## config.mk

```make
export PLATFORM = sky130hd
export DESIGN_NAME = serial_add_ctrl
export DESIGN_NICKNAME = d
export VERILOG_FILES = /design/src/rtl/serial_add_pkg.sv /design/src/rtl/full_adder_bit.sv /design/src/rtl/serial_add_ctrl.sv
export SDC_FILE = /design/constraint.sdc
export NUM_CORES = 1
export LEC_CHECK = 0
export ABC_AREA = 0
export CAP_MARGIN = 5
export CORE_MARGIN = 2
export CORE_UTILIZATION = 50
export CTS_CLUSTER_DIAMETER = 200
export DETAILED_ROUTE_END_ITERATION = 10
export PLACE_DENSITY = 0.77
export SYNTH_ARGS = -nofsm -noshare
export SYNTH_HDL_FRONTEND = slang
export SYNTH_SLANG_ARGS = --single-unit
```

## constraint.sdc

```tcl
create_clock -name clk -period 2.75 [get_ports clk]
set_clock_uncertainty 0.15 [all_clocks]
set_input_delay 0.55 -clock clk [delete_from_list [all_inputs] [get_ports clk]]
set_output_delay 0.55 -clock clk [all_outputs]
set_load 0.02 [all_outputs]
```

## src/rtl/serial_add_pkg.sv

```systemverilog
// ============================================================================
// Module   : serial_add_pkg
// Brief    : Shared state encoding and defaults for the bit-serial adder.
// Revision : 1.0
// ============================================================================
`default_nettype none

package serial_add_pkg;

    localparam logic [1:0] ST_IDLE = 2'd0;
    localparam logic [1:0] ST_RUN  = 2'd1;
    localparam logic [1:0] ST_DONE = 2'd2;

    localparam int WIDTH_DEF = 4;
    localparam int CNT_W_DEF = 4;

endpackage

`default_nettype wire

```

## src/rtl/full_adder_bit.sv

```systemverilog
// ============================================================================
// Module   : full_adder_bit
// Brief    : 1-bit full adder built from two half adders and an OR gate.
// Revision : 1.0
// ============================================================================
`default_nettype none

module full_adder_bit (
    input  logic a,
    input  logic b,
    input  logic cin,
    output logic s,
    output logic cout
);

    logic w_hs1;
    logic w_hc1;
    logic w_hc2;

    xor u_x1 (w_hs1, a, b);
    and u_a1 (w_hc1, a, b);
    xor u_x2 (s, w_hs1, cin);
    and u_a2 (w_hc2, w_hs1, cin);
    or  u_o1 (cout, w_hc1, w_hc2);

endmodule

`default_nettype wire

```

## src/rtl/serial_add_ctrl.sv

```systemverilog
// ============================================================================
// Module   : serial_add_ctrl
// Brief    : Sequences one full-adder cell across WIDTH bits, LSB first, and
//            holds the registered result for the display path.
// Revision : 1.0
// ============================================================================
`default_nettype none

module serial_add_ctrl
    import serial_add_pkg::*;
#(
    parameter int WIDTH = WIDTH_DEF,
    parameter int CNT_W = CNT_W_DEF
) (
    input  logic             clk,
    input  logic             rst_n,
    input  logic             start,
    input  logic [WIDTH-1:0] op_a,
    input  logic [WIDTH-1:0] op_b,
    output logic             busy,
    output logic             done,
    output logic [WIDTH-1:0] sum,
    output logic             carry_out
);

    localparam logic [CNT_W-1:0] c_last_bit = CNT_W'(WIDTH - 1);
    localparam logic [CNT_W-1:0] c_cnt_one  = CNT_W'(1);

    logic [1:0]       r_state;
    logic [1:0]       w_next_state;
    logic [WIDTH-1:0] r_a_sr;
    logic [WIDTH-1:0] r_b_sr;
    logic [WIDTH-1:0] r_s_sr;
    logic             r_c;
    logic [CNT_W-1:0] r_cnt;
    logic [WIDTH-1:0] r_sum;
    logic             r_carry_out;
    logic             w_fa_s;
    logic             w_fa_c;
    logic             w_last;

    full_adder_bit u_fa (
        .a    (r_a_sr[0]),
        .b    (r_b_sr[0]),
        .cin  (r_c),
        .s    (w_fa_s),
        .cout (w_fa_c)
    );

    assign w_last = (r_cnt == c_last_bit);

    always_ff @(posedge clk) begin
        if (!rst_n) begin
            r_state <= ST_IDLE;
        end else begin
            r_state <= w_next_state;
        end
    end

    always_comb begin
        w_next_state = r_state;
        case (r_state)
            ST_IDLE: if (start)  w_next_state = ST_RUN;
            ST_RUN:  if (w_last) w_next_state = ST_DONE;
            ST_DONE: w_next_state = ST_IDLE;
            default: w_next_state = ST_IDLE;
        endcase
    end

    always_comb begin
        busy = (r_state == ST_RUN);
        done = (r_state == ST_DONE);
    end

    // Result registers only move on the final RUN edge, so the display
    // keeps the previous answer while the next one is being computed.
    always_ff @(posedge clk) begin
        if (!rst_n) begin
            r_a_sr      <= '0;
            r_b_sr      <= '0;
            r_s_sr      <= '0;
            r_c         <= 1'b0;
            r_cnt       <= '0;
            r_sum       <= '0;
            r_carry_out <= 1'b0;
        end else begin
            case (r_state)
                ST_IDLE: begin
                    if (start) begin
                        r_a_sr <= op_a;
                        r_b_sr <= op_b;
                        r_c    <= 1'b0;
                        r_cnt  <= '0;
                    end
                end
                ST_RUN: begin
                    r_a_sr <= {1'b0, r_a_sr[WIDTH-1:1]};
                    r_b_sr <= {1'b0, r_b_sr[WIDTH-1:1]};
                    r_s_sr <= {w_fa_s, r_s_sr[WIDTH-1:1]};
                    r_c    <= w_fa_c;
                    r_cnt  <= r_cnt + c_cnt_one;
                    if (w_last) begin
                        r_sum       <= {w_fa_s, r_s_sr[WIDTH-1:1]};
                        r_carry_out <= w_fa_c;
                    end
                end
                default: ;
            endcase
        end
    end

    assign sum       = r_sum;
    assign carry_out = r_carry_out;

endmodule

`default_nettype wire

```

# Word level (Yosys, flattened, before mapping)
# Cells that the tools add are included.
[word_totals]
ff_bits = 24
elab_cells = 35
inputBits = 11
[op_classes]
eq_ne = 5
n_reduce_logical = 5
mux = 11
addsub = 1
n_bitwise = 5
[ops]
columns = ["operator", "count"]
rows = [
  ["$pmux 4 s2", 3],
  ["$mux 4", 3],
  ["$reduce_and 2->1", 3],
  ["$add 4x1->4 const B", 1],
  ["$eq 4x2->1 const B", 1],
  ["$mux 2", 2],
  ["$pmux 2 s2", 1],
  ["$and 1x1->1", 2],
  ["$eq 2x1->1 const B", 1],
  ["$eq 2x2->1 const B", 1],
  ["$logic_not 2->1", 1],
  ["$ne 2x1->1 const B", 1],
  ["$ne 2x2->1 const B", 1],
  ["$pmux 1 s2", 1],
  ["$reduce_bool 2->1", 1],
  ["$xor 1x1->1", 2],
  ["$mux 1", 1],
  ["$or 1x1->1", 1],
]

# Logic depth before layout (Yosys ltp)
[logic_depth]
depth_word = 4
ltp_mapped = 5
mapped_depth_nobuf = 4

# Modules after synthesis
# From an unflattened synthesis, not the netlist that was laid out.
[hier_totals]
hier_cells = 110
hier_area_um2 = 992.2
[modules_own_cells]
columns = ["mod", "instances", "cells_each", "area_per_inst_um2"]
rows = [
  ["serial_add_ctrl", 1, 109, 972.2],
  ["full_adder_bit", 1, 1, 20.0],
]

# Worst setup path after synthesis
# Ideal clock, no wire load.
[synth_path]
path_kind = "input -> register"
from = "input port start"
to = "register r_cnt[2]"
arrival_time_ps = 1259
required_ps = 2472
setup_time_ps = 128
path_slack_ps = 1213
cell_stages = 4
cell_sequence = "clkbuf_1 -> o21bai_1 -> a222oi_1 -> nor2_1"
[synth_via]
elab_chain_cells = 2
[synth_lines]
columns = ["element", "line", "text"]
rows = [
  ["start: declaration", "serial_add_ctrl.sv:17", "input logic start,"],
  ["$ne 2x2->1 (no source line)", "--", ""],
  ["$reduce_and 2->1 (no source line)", "--", ""],
  ["end signal: assignment", "serial_add_ctrl.sv:101", "r_cnt <= r_cnt + c_cnt_one;"],
  ["end: declaration", "serial_add_ctrl.sv:35", "logic [CNT_W-1:0] r_cnt;"],
]
# Every way passes these cells.
# A chain may end at the register's enable or synchronous reset.

# Worst setup path in the final report
[layout_path]
from = "register r_state[1]"
to = "output port busy"
[layout_via]
elab_chain_cells = 1
[layout_lines]
columns = ["element", "line", "text"]
rows = [
  ["start: declaration", "serial_add_ctrl.sv:29", "logic [1:0] r_state;"],
  ["start signal: assignment", "serial_add_ctrl.sv:56", "r_state <= w_next_state;"],
  ["$eq 2x1->1", "serial_add_ctrl.sv:71", "busy = (r_state == ST_RUN);"],
  ["end: declaration", "serial_add_ctrl.sv:20", "output logic busy,"],
]
# Every way passes these cells.

==> impl_metrics.env <==
export IMPL_hold_ws_ns=0.313
export IMPL_arrival_ns=1.73
export IMPL_critPathCaptureType="output pin"
export IMPL_p_per_area_nw_per_um2=493
export IMPL_finalSetupViolCount=0
export IMPL_die_x_um=48.0
export IMPL_p_sw_mw=0.146
export IMPL_firstDrtPassIters=4
export IMPL_hpwlAfterDp_mm=1.34
export IMPL_cts_tree="done"
export IMPL_clk_path_buf_depth=2
export IMPL_worstSkewPairLatency_ns=0.31
export IMPL_track_usage_pct=18.2
export IMPL_cts_buffers=3
export IMPL_rr_startpoint="r_cnt[0]$_SDFFE_PN0P_"
export IMPL_ant_nets=0
export IMPL_final_area_um2=1190
export IMPL_p_seq_share_pct=61.1
export IMPL_clkTransAtPathRegs_ns=0.12
export IMPL_syn_mean_instance_area_um2=8.78
export IMPL_dieArea_um2=2300
export IMPL_placed_area_um2=1160
export IMPL_synthCells=110
export IMPL_cts_htree_levels=1
export IMPL_layout_min_cycle_time_ns=2.43
export IMPL_hp_start="carry_out$_SDFFE_PN0P_"
export IMPL_critPathLaunchType="flip-flop"
export IMPL_ios=18
export IMPL_cts_root_buffer="clkbuf_4"
export IMPL_post_place_ws_ns=0.664
export IMPL_grt_pass1_vias=703
export IMPL_drive_above_1_share_pct=7.87
export IMPL_synthToLayoutAreaGrowth_pct=22.8
export IMPL_postLayoutCoreUtil_pct=67.2
export IMPL_maxCapViolCount=0
export IMPL_core_area_um2=1760
export IMPL_worstPathMaxFanout=9
export IMPL_slew_headroom_pct=64.6
export IMPL_grt_remaining_overflow=0
export IMPL_totalNegativeSetupSlack_ns=0
export IMPL_synthDominantAreaCellType="dfxtp_1"
export IMPL_grt_max_degree=14
export IMPL_p_clk_share_pct=26.0
export IMPL_min_path_type="flip-flop to flip-flop"
export IMPL_post_cts_resized=0
export IMPL_synth_nets=123
export IMPL_regArea_um2=460
export IMPL_cp_cell_sequence="nand2b_2 > inv_2 > clkdlybuf4s50_1"
export IMPL_nNetsFinal=141
export IMPL_postCtsSetupBuffers=0
export IMPL_cts_sink_count=23
export IMPL_internal_power_mw=0.438
export IMPL_via_per_inst=5.45
export IMPL_placed_cells=148
export IMPL_whs_path_depth=2
export IMPL_p_comb_share_pct=12.9
export IMPL_status="completed"
export IMPL_place_congestion=0.833
export IMPL_ys_seq_area_share_pct=47.7
export IMPL_ys_seq_elements=23
export IMPL_drc_errors=0
export IMPL_synth_area_leaders="dfxtp_1 48%, nand2_1 6.6%, mux2i_1 5.2%"
export IMPL_nFillCells=175
export IMPL_num_rows=15
export IMPL_whs_endpoint="carry_out$_SDFFE_PN0P_"
export IMPL_fmax_mhz=412
export IMPL_worst_pin_slew_ns=0.529
export IMPL_netlist_area_um2=966
export IMPL_instances_no_fill=152
export IMPL_slew_viol_final=0
export IMPL_total_power_mw=0.585
export IMPL_cpLargestDelayFamily="buffers and inverters"
export IMPL_cpMaxStageDelayCell="clkdlybuf4s50_1"
export IMPL_regToRegSetupSlack_ns=1.11
export IMPL_cp_buffers_inverters=2
export IMPL_antenna_found_initial=0
export IMPL_dr_first_iter_drc_count=12
export IMPL_worstSetupPathType="flip-flop to output pin"
export IMPL_swShare_pct=25.0
export IMPL_grt_pass1_wl_mm=2.85
export IMPL_crit_path_max_incr_delay_ns=0.62
export IMPL_ctsHoldBuffers=0
export IMPL_io_buffers=17
export IMPL_ys_warn_count=0
export IMPL_wire_per_inst_um=11.9
export IMPL_vias=829
export IMPL_ir_worst_vdd_uv=308
export IMPL_drt_total_wl_mm=1.80
export IMPL_hold_viol=0
export IMPL_rsz0062_at_grt="no"
export IMPL_diodes=0
export IMPL_initial_core_util_pct=54.8
export IMPL_synth_cell_types=30
export IMPL_reg2reg_depth=4
export IMPL_cp_required_ns=2.05
export IMPL_die_y_um=48.0
export IMPL_synthDominantCellAreaShare_pct=47.7
export IMPL_p_leak_nw=0.427
export IMPL_fin_crit_sh_pct=88.3
export IMPL_setup_slack_ns=0.321
export IMPL_rr_endpoint="sum[0]$_SDFFE_PN0P_"
export IMPL_multi_input_area_um2=463
flip-flops by register name, indices dropped and copies added, names as in the netlist:
signal     cells
r_c            1
r_b_sr         4
r_a_sr         4
r_cnt          4
r_s_sr         3
sum            4
r_state        2
carry_out      1
area by class of cell:
class	instances	share of cell area, %
Clock buffer	3	1.90
Clock inverter	1	0.422
Inverter	5	1.58
Multi-Input combinational cell	76	39.0
Sequential cell	23	38.8
Tap cell	25	2.64
Timing Repair Buffer	19	15.6
power groups by stage:
stage | sequential [mW] | clock, mW | combinational, mW
3_5_place_dp | 0.365 | 0 | 0.0754
6_report | 0.358 | 0.152 | 0.0753
4_1_cts | 0.358 | 0.161 | 0.0755
2_1_floorplan | 0.363 | 0 | 0.0475
3_3_place_gp | 0.365 | 0 | 0.0743
5_1_grt | 0.359 | 0.170 | 0.0830
worst max path at each step:
stage                                        from  cells after the start                     end
after detailed placement                    start                      4  r_a_sr[3]$_SDFFE_PN0P_
after global routing      r_state[1]$_SDFFE_PN0P_                      3                    busy
after global placement    r_state[1]$_SDFFE_PN0P_                      3                    busy
after floorplan                             start                      4   r_cnt[2]$_SDFFE_PN0P_
final                     r_state[1]$_SDFFE_PN0P_                      3                    busy
after CTS                 r_state[1]$_SDFFE_PN0P_                      3                    busy
layer usage:
metal	wire (um)	GRT usage, %	part of all wire [%]	up-vias
met5	0	0	0	-
met4	29	11.4	1.6	0
met3	77	3.77	4.3	4
met2	823	30.1	46	20
met1	872	21.4	48	382
li1	-	-	-	423
synthesized netlist by cell type, drive strengths merged:
| library cell | count |
|---|---|
| a22oi | 4 |
| inv | 5 |
| o2bb2ai | 3 |
| and3 | 1 |
| a21oi | 9 |
| mux2i | 5 |
| a211oi | 1 |
| nor2 | 10 |
| nor2b | 2 |
| a311oi | 1 |
| o221ai | 2 |
| o21bai | 1 |
| nand2b | 3 |
| or4 | 1 |
| nand2 | 17 |
| o21ai | 4 |
| a222oi | 1 |
| nor3b | 1 |
| and2 | 1 |
| o22ai | 3 |
| ha | 1 |
| fa | 1 |
| o21ba | 1 |
| dfxtp | 23 |
| clkbuf | 5 |
| nand3 | 2 |
| a31oi | 1 |
| buf | 1 |
logic make-up (layout without fill, tap and decap cells):
| logic type | after synthesis | in the layout | share of synthesized area [%] |
|---|---|---|---|
| buffers and inverters | 11 | 28 | 4.40 |
| adders and majority gates | 2 | 2 | 3.37 |
| muxes | 5 | 5 | 5.18 |
| DFF | 23 | 23 | 47.7 |
| AOI/OAI and AO/OA | 31 | 31 | 21.5 |
| and+or+nand+nor | 38 | 38 | 17.9 |
worst min-delay path, stage by stage, from the launching register on:
cell	delay, ns
dfxtp_1	0.33
nand2_1	0.05
mux2i_1	0.05
placed cells by master (no fill, tap or decap), types with 2 or more instances in the layout:
master,Yosys,layout
a21oi_1,9,9
a22oi_1,4,4
buf_4,0,2
clkbuf_4,0,3
clkdlybuf4s50_1,0,17
dfxtp_1,23,23
inv_1,3,3
inv_2,2,2
mux2i_1,5,5
nand2_1,17,17
nand2b_1,2,2
nand3_1,2,2
nor2_1,10,10
nor2b_1,2,2
o21ai_0,4,4
o221ai_1,2,2
o22ai_1,3,3
o2bb2ai_1,3,3
No activity file was read; power rests on OpenSTA's default activity.
